## src/rtl/dsi_pkt_tx.sv

```systemverilog
// dsi_pkt_tx -- MIPI DSI packet builder (byte stream).
//
// Builds one framed DSI packet per accepted command:
//   DI, WC[7:0], WC[15:8], ECC [, payload[0..WC-1], CRC[7:0], CRC[15:8]]
// ECC (Hamming, 6 bits) covers {WC, DI}. The payload CRC-16 is the reflected
// 0x8408 polynomial, init 0xFFFF, no final XOR. After each packet's last byte is
// accepted, GAP_CYCLES idle cycles pass before the next command is taken.
//
// Ports:
//   clk, rst                 system clock, asynchronous active-high reset
//   cmd_valid/cmd_ready      command handshake; cmd_long, cmd_di, cmd_wc latched on accept
//   pl_valid/pl_ready/pl_data payload byte stream (consumed only in PAY)
//   tx_valid/tx_ready/tx_data output byte stream, tx_sop on DI, tx_eop on last byte
//   busy                     high whenever the builder is not IDLE
module dsi_pkt_tx #(
    parameter int unsigned GAP_CYCLES = 4
) (
    input  logic        clk,
    input  logic        rst,
    input  logic        cmd_valid,
    output logic        cmd_ready,
    input  logic        cmd_long,
    input  logic [7:0]  cmd_di,
    input  logic [15:0] cmd_wc,
    input  logic        pl_valid,
    output logic        pl_ready,
    input  logic [7:0]  pl_data,
    output logic        tx_valid,
    input  logic        tx_ready,
    output logic [7:0]  tx_data,
    output logic        tx_sop,
    output logic        tx_eop,
    output logic        busy
);

    typedef enum logic [2:0] {
        S_IDLE,
        S_HDR,
        S_PAY,
        S_CRC,
        S_GAP
    } state_t;

    state_t      state_q;
    logic [1:0]  idx_q;
    logic        long_q;
    logic [7:0]  di_q;
    logic [15:0] wc_q;
    logic [15:0] cnt_q;
    logic [15:0] crc_q;
    logic [7:0]  gap_q;
    logic        cmd_ready_q;
    logic        tx_valid_q;
    logic [7:0]  tx_data_q;
    logic        tx_sop_q;
    logic        tx_eop_q;

    logic        adv;
    logic [7:0]  ecc_d;
    logic [15:0] crc_d;

    function automatic logic [7:0] dsi_ecc(input logic [23:0] d);
        logic [5:0] p;
        p[0] = d[0]^d[1]^d[2]^d[4]^d[5]^d[7]^d[10]^d[11]^d[13]^d[16]^d[20]^d[21]^d[22]^d[23];
        p[1] = d[0]^d[1]^d[3]^d[4]^d[6]^d[8]^d[10]^d[12]^d[14]^d[17]^d[20]^d[21]^d[22]^d[23];
        p[2] = d[0]^d[2]^d[3]^d[5]^d[6]^d[9]^d[11]^d[12]^d[15]^d[18]^d[20]^d[21]^d[22];
        p[3] = d[1]^d[2]^d[3]^d[7]^d[8]^d[9]^d[13]^d[14]^d[15]^d[19]^d[20]^d[21]^d[23];
        p[4] = d[4]^d[5]^d[6]^d[7]^d[8]^d[9]^d[16]^d[17]^d[18]^d[19]^d[20]^d[22]^d[23];
        p[5] = d[10]^d[11]^d[12]^d[13]^d[14]^d[15]^d[16]^d[17]^d[18]^d[19]^d[21]^d[22]^d[23];
        return {2'b00, p};
    endfunction

    // One byte of the reflected CRC-16, LSB first.
    function automatic logic [15:0] crc16_byte(input logic [15:0] crc, input logic [7:0] b);
        logic [15:0] c;
        c = crc ^ {8'h00, b};
        for (int unsigned i = 0; i < 8; i++) begin
            c = c[0] ? ((c >> 1) ^ 16'h8408) : (c >> 1);
        end
        return c;
    endfunction

    // The output register may load a new byte only when it is empty or being taken.
    assign adv   = !tx_valid_q || tx_ready;
    assign ecc_d = dsi_ecc({wc_q, di_q});
    assign crc_d = crc16_byte(crc_q, pl_data);

    assign cmd_ready = cmd_ready_q;
    assign tx_valid  = tx_valid_q;
    assign tx_data   = tx_data_q;
    assign tx_sop    = tx_sop_q;
    assign tx_eop    = tx_eop_q;
    assign busy      = (state_q != S_IDLE);
    assign pl_ready  = (state_q == S_PAY) && adv && (cnt_q != 16'd0);

    always_ff @(posedge clk or posedge rst) begin
        if (rst) begin
            state_q     <= S_IDLE;
            idx_q       <= '0;
            long_q      <= 1'b0;
            di_q        <= '0;
            wc_q        <= '0;
            cnt_q       <= '0;
            crc_q       <= '1;
            gap_q       <= '0;
            cmd_ready_q <= 1'b0;
            tx_valid_q  <= 1'b0;
            tx_data_q   <= '0;
            tx_sop_q    <= 1'b0;
            tx_eop_q    <= 1'b0;
        end else begin
            case (state_q)
                S_IDLE: begin
                    // First cycle out of reset only raises cmd_ready.
                    if (!cmd_ready_q) begin
                        cmd_ready_q <= 1'b1;
                    end else if (cmd_valid) begin
                        cmd_ready_q <= 1'b0;
                        long_q      <= cmd_long;
                        di_q        <= cmd_di;
                        wc_q        <= cmd_wc;
                        crc_q       <= '1;
                        tx_valid_q  <= 1'b1;
                        tx_data_q   <= cmd_di;
                        tx_sop_q    <= 1'b1;
                        tx_eop_q    <= 1'b0;
                        idx_q       <= 2'd1;
                        state_q     <= S_HDR;
                    end
                end

                S_HDR: begin
                    if (adv) begin
                        tx_valid_q <= 1'b1;
                        tx_sop_q   <= 1'b0;
                        idx_q      <= idx_q + 2'd1;
                        case (idx_q)
                            2'd1:    tx_data_q <= wc_q[7:0];
                            2'd2:    tx_data_q <= wc_q[15:8];
                            default: begin
                                tx_data_q <= ecc_d;
                                tx_eop_q  <= !long_q;
                                if (!long_q) begin
                                    state_q <= S_GAP;
                                    gap_q   <= 8'(GAP_CYCLES);
                                end else if (wc_q != 16'd0) begin
                                    state_q <= S_PAY;
                                    cnt_q   <= wc_q;
                                end else begin
                                    state_q <= S_CRC;
                                    idx_q   <= 2'd0;
                                end
                            end
                        endcase
                    end
                end

                S_PAY: begin
                    if (pl_ready && pl_valid) begin
                        tx_valid_q <= 1'b1;
                        tx_data_q  <= pl_data;
                        crc_q      <= crc_d;
                        cnt_q      <= cnt_q - 16'd1;
                        if (cnt_q == 16'd1) begin
                            state_q <= S_CRC;
                            idx_q   <= 2'd0;
                        end
                    end else if (adv) begin
                        // Payload underrun: emit a bubble, CRC untouched.
                        tx_valid_q <= 1'b0;
                    end
                end

                S_CRC: begin
                    if (adv) begin
                        tx_valid_q <= 1'b1;
                        if (idx_q == 2'd0) begin
                            tx_data_q <= crc_q[7:0];
                            idx_q     <= 2'd1;
                        end else begin
                            tx_data_q <= crc_q[15:8];
                            tx_eop_q  <= 1'b1;
                            state_q   <= S_GAP;
                            gap_q     <= 8'(GAP_CYCLES);
                        end
                    end
                end

                S_GAP: begin
                    // The eop byte may still be waiting in the output register;
                    // the idle count only runs once it has been taken.
                    if (tx_valid_q) begin
                        if (tx_ready) begin
                            tx_valid_q <= 1'b0;
                            tx_eop_q   <= 1'b0;
                            if (GAP_CYCLES == 0) begin
                                state_q     <= S_IDLE;
                                cmd_ready_q <= 1'b1;
                            end
                        end
                    end else if (gap_q <= 8'd1) begin
                        state_q     <= S_IDLE;
                        cmd_ready_q <= 1'b1;
                    end else begin
                        gap_q <= gap_q - 8'd1;
                    end
                end

                default: state_q <= S_IDLE;
            endcase
        end
    end

endmodule

```

## config.mk

```make
export PLATFORM = sky130hd
export DESIGN_NAME = dsi_pkt_tx
export DESIGN_NICKNAME = d
export VERILOG_FILES = /design/src/rtl/dsi_pkt_tx.sv
export SDC_FILE = /design/constraint.sdc
export NUM_CORES = 1
export LEC_CHECK = 0
export ABC_AREA = 1
export BUFFER_PORTS_ARGS = -buffer_cell sky130_fd_sc_hd__clkbuf_2
export CAP_MARGIN = 20
export CORE_MARGIN = 3
export CORE_UTILIZATION = 60
export DETAILED_ROUTE_END_ITERATION = 8
export PLACE_DENSITY_LB_ADDON = 0.25
export SLEW_MARGIN = 15
export SYNTH_ARGS = -nofsm -noshare
export SYNTH_HDL_FRONTEND = slang
export SYNTH_SLANG_ARGS = --single-unit
```

## constraint.sdc

```tcl
create_clock -name clk -period 2.7 [get_ports clk]
set_clock_uncertainty 0.05 [all_clocks]
set_input_delay 0.405 -clock clk [delete_from_list [all_inputs] [get_ports clk]]
set_output_delay 0.405 -clock clk [all_outputs]
set_load 0.01 [all_outputs]
```

Word level (Yosys, flattened, before mapping):

Cells that the tools add are included.
W data, S select, Z words.

* logic and storage cells: 238
* bits in latches: 0
* output and inout bits: 14
* memories kept: 0
* input bits: 38
* flip-flop bits (word level): 82
* memory bits (writable): 0
* bits in read-only memories: 0

* magnitude comparators: 1
* reduce and logical (&&, ||, !) cells: 32
* add/subtract/negate cells: 3
* bitwise operators: 82
* shift operators: 0
* mux-type cells: 81
* $mul: 0
* div/mod/pow operators: 0
* equal/unequal tests: 26

Operators with widths (count)
* $mux W16: 16
* $mux W8: 13
* $xor A1 B1 Y1: 73
* $pmux W16 S2: 2
* $mux W3: 11
* $pmux W8 S4: 1
* $reduce_bool A16 Y1: 2
* $ne A2 B2 Y1 const B: 15
* $not A2 Y3: 8
* $pmux W8 S3: 1
* $mux W1: 20
* $mux W2: 10
* $eq A16 B1 Y1 const B: 1
* $pmux W8 S2: 1
* $reduce_and A8 Y1: 2
* $sub A16 B1 Y16 const B: 1
* $xor A16 B8 Y16: 1
* $pmux W3 S5: 1
* $reduce_and A6 Y1: 2
* $reduce_bool A4 Y1: 3
* $reduce_and A10 Y1: 1
* $reduce_and A9 Y1: 1
* $le A8 B1 Y1 const B: 1
* $pmux W1 S4: 2
* other kinds (22): 36

Logic depth before layout (Yosys ltp):

* depth in word-level cells: 19
* mapped depth: 16
* mapped depth without buffers: 16

Worst setup path after synthesis:

OpenSTA, ideal clock, no wires.

* path kind: register -> output
* from: register state_q[1]
* to: output port pl_ready
* stages on the path, launching flop included: 8
* path slack: 0.933 ns
* arrival: 1.312 ns
* path buffers: 1
* data required time: 2.245 ns
* cells stage by stage: dfrtp_1 -> inv_2 -> nor2_4 -> nand2_2 -> inv_2 -> clkbuf_1 -> nand2_1 -> nor2_1

* longest elaborated chain between the ends: 3

RTL lines
* start, declared: RTL line 44 `state_t state_q;`
* start signal, assigned: RTL line 98 `state_q <= S_IDLE;`
* start signal, assigned: RTL line 128 `state_q <= S_HDR;`
* start signal, assigned: RTL line 144 `state_q <= S_GAP;`
* $eq A3 B2 Y1: RTL line 94 `assign pl_ready = (state_q == S_PAY) && adv && (cnt_q != 16'd0);`
* $logic_and A1 B1 Y1 (2 in series): RTL line 94
* end, declared: RTL line 26 `output logic pl_ready,`

Every way passes these cells.

Worst setup path after layout:

Ends and elaborated chain as after synthesis.

==> impl_metrics.py <==
metrics = {
    "timing": {
        "slew_violations": 0,
        "rsz0062_at_grt": "false",
        "worst_pin_slew_ps": 644.6,
        "period_share_pct": 92.80,
        "fin_tns_setup_ps": 0,
        "min_period_ps": 2506,
        "max_freq_mhz": 399.1,
        "setup_ws_ps": 194.4,
        "setup-violations-final": 0,
        "maxSlewHeadroom_pct": 55.92,
        "finalHoldViolations": 0,
    },
    "cts": {
        "post_cts_buffers": 0,
        "tritoncts": "done",
        "cts-root-buf": "clkbuf_8",
        "clock_latency_ps": 360,
        "clk_pin_slew_ps": 90,
        "clockBufferDepth": 2,
        "h-tree-depth": 3,
        "clock_sinks": 82,
        "cts_made_buffers": 9,
    },
    "yosys": {
        "postSynthCellCount": 827,
        "syn_area_per_cell_um2": 6.858,
        "synth_ff_type": "dfrtp_1",
        "synth.most_common_cell": "nand2_1",
        "synth_area_leaders": "dfrtp_1, nand2_1, dfstp_2",
        "synth_seq_cells": 82,
        "async_flop_share_pct": 100.0,
        "synth_top_area_share_pct": 29.12,
        "synth_cell_types": 39,
        "syn_nets": 874,
        "ys_seq_area_share_pct": 36.53,
        "syn_area_mm2": 0.005672,
        "synth_top_area_cell": "dfrtp_1",
        "synth-edff-count": 0,
        "yosysWarnings": 0,
        "yosys-top-cells-count": "nand2_1, inv_1, nor2_1, dfrtp_1, o21ai_0",
    },
    "setup_path": {
        "slowest_delay_ps": 440,
        "endpoint_kind": "output pin",
        "crit_top_cell": "inv_2",
        "start_kind": "flop",
        "path_class": "reg -> out",
        "cp.arrival_ps": 2050,
        "path_cells": "inv_2 -> nor2_4 -> nand2_2 -> inv_2 -> nand2_1 -> nor2_1 -> clkbuf_2",
        "path_buf_inv": 3,
        "required_ps": 2250,
        "crit_fanout": 22,
        "worst_path_max_delay_cell": "dfrtp_1",
        "worst_path_dominant_cell_family": "simple AND/OR/NAND/NOR gates",
    },
    "grt": {
        "antenna_found_initial": 0,
        "grtUsageMet1_pct": 41.25,
        "grt_pass1_wl_um": 25400,
        "grt_max_degree": 30,
        "grt_pass1_vias": 5348,
        "grt_overflow": 0,
        "grtUsageTotal_pct": 30.12,
        "grtUsageMet2_pct": 49.68,
        "use_met3_pct": 4.628,
        "top_usage_layer": "met2",
    },
    "route": {
        "vias_per_cell": 5.743,
        "vias": 5686,
        "ant_nets": 0,
        "drt-initial-drc-count": 434,
        "dr.pass1.iters": 6,
        "wl_um": 15210,
        "wl_per_cell_um": 15.37,
        "drc": 0,
    },
    "pwr": {
        "cellPowerDensity_mw_per_mm2": 1328,
        "power_leakage_nw": 3.227,
        "irDropWorstVdd_uv": 738.1,
    },
    "cells_and_area": {
        "antenna_cells": 0,
        "n_fill_cell": 781,
        "syn_to_final_growth_pct": 9.795,
        "nets": 924,
        "stdcell_count": 990,
        "drive_above_1_share_pct": 13.83,
    },
    "placement": {
        "place_congestion": 0.9544,
        "numPortBuffers": 51,
        "dpl_worst_slack_ps": 455.7,
        "place_inst": 973,
        "dpl.hpwl_um": 11620,
    },
    "floorplanning": {
        "core.rowCount": 34,
        "initial_core_util_pct": 63.49,
        "die_area_mm2": 0.01066,
        "ios": 52,
        "die_w_um": 103.2,
        "die_h_um": 103.2,
        "coreArea_mm2": 0.008934,
    },
    "hold_path": {
        "hold_path_class": "in -> reg",
    },
    "outcome": {
        "status": "finished, final reports clean",
    },
    "job": {
        "maxCapViolations": 0,
    },
}
routing by layer:
metal / wire length (um) / up-vias
li1: - / 2748
met1: 6509 / 2632
met2: 7165 / 262
met3: 1112 / 44
met4: 427 / 0
met5: 0 / -
worst paths after layout:
path / start / end / slack (ps) / cells after the start
setup / recovery: state_q[1]$_DFFE_PP0P_ / pl_ready / 190 / 7
hold / removal: cmd_wc[1] / wc_q[1]$_DFFE_PP0P_ / 210 / 3
setup reg to reg: state_q[1]$_DFFE_PP0P_ / crc_q[6]$_DFFE_PP1P_ / 380 / 11
hold reg to reg: crc_q[10]$_DFFE_PP1P_ / crc_q[10]$_DFFE_PP1P_ / 430 / 2
max in group asynchronous: rst / crc_q[12]$_DFFE_PP1P_ / 1290 / 4
min in group asynchronous: rst / cnt_q[10]$_DFFE_PP0P_ / 540 / 3
state kept, by name, summed over array words and instances, names as in the netlist, 2 cells and up:
register and flops:
di_q 8, state_q 3, cnt_q 16, idx_q 2, tx_data 8, crc_q 16, gap_q 8, wc_q 16
placed cells by master (no fill, tap or decap), types with 3 or more instances in the layout:
| cell type | n |
|---|---|
| nor2_1 | 68 |
| nand3b_1 | 5 |
| clkbuf_2 | 51 |
| o21ai_0 | 59 |
| o21ai_1 | 34 |
| a22oi_1 | 3 |
| inv_1 | 97 |
| ha_1 | 9 |
| clkbuf_8 | 10 |
| a21oi_1 | 21 |
| nand4_1 | 9 |
| a21oi_2 | 4 |
| a221oi_1 | 4 |
| nand3_1 | 52 |
| o22ai_1 | 7 |
| nand2_2 | 5 |
| dfrtp_1 | 66 |
| nor3_1 | 3 |
| nor2_2 | 3 |
| nand2_1 | 267 |
| inv_2 | 10 |
| xnor2_1 | 24 |
| buf_4 | 9 |
| dfstp_2 | 16 |
| xor2_1 | 18 |
worst register-to-register path, cell delays in order (launching register included):
cell and delay, ps:
dfrtp_1 440, inv_2 100, nor2_4 180, nand2_2 300, inv_2 320, nand2_1 120
nand2_1 70, nor2_1 40, buf_4 160, inv_2 260, nand2_1 100, o21ai_1 110
report_power, final:
| group | switching, mW | internal, mW |
|---|---|---|
| clock network | 0.465 | 0.548 |
| registers | 0.653 | 1.90 |
| logic | 3.02 | 1.68 |
| total | 4.14 | 4.13 |
through the flow:
step / util [%] / hold WS [ps] / power [mW] / area, um2
finish: 69.71 / 206.1 / 8.272 / 6227
global route: 69.71 / 215.0 / 9.062 / 6227
CTS: 69.71 / 201.7 / 8.218 / 6227
detailed placement: 67.13 / 388.7 / 7.163 / 5997
global placement: 67.13 / 377.2 / 6.898 / 5997
floorplan: - / 398.6 / 6.022 / 5672
repair_timing:
action,in CTS,in global routing
resized for setup,0,0
setup endpoints to repair,0,0
hold buffers,1,0
endpoints found under the hold margin,21,0
cell type report:
| type | instances | area, um2 | share of cell area [%] |
|---|---|---|---|
| clock buffer | 12 | 145.1 | 2.331 |
| clock inverter | 4 | 75.07 | 1.206 |
| inverter | 108 | 406.6 | 6.530 |
| multi-input combinational | 615 | 3060 | 49.15 |
| sequential | 82 | 2072 | 33.27 |
| tap | 108 | 135.1 | 2.170 |
| timing repair buffer | 61 | 332.8 | 5.345 |
kinds of logic after synthesis:
group / count (synthesis) / share of synthesized area, %
adders and majority gates: 9 / 1.985
DFF: 82 / 36.53
xor gates and xnor gates: 42 / 6.486
AOI/OAI and AO/OA: 142 / 13.96
and+or+nand+nor: 420 / 31.13
buffers and inverters: 130 / 9.552
muxes: 2 / 0.3530
No activity file was read; power rests on OpenSTA's default activity.
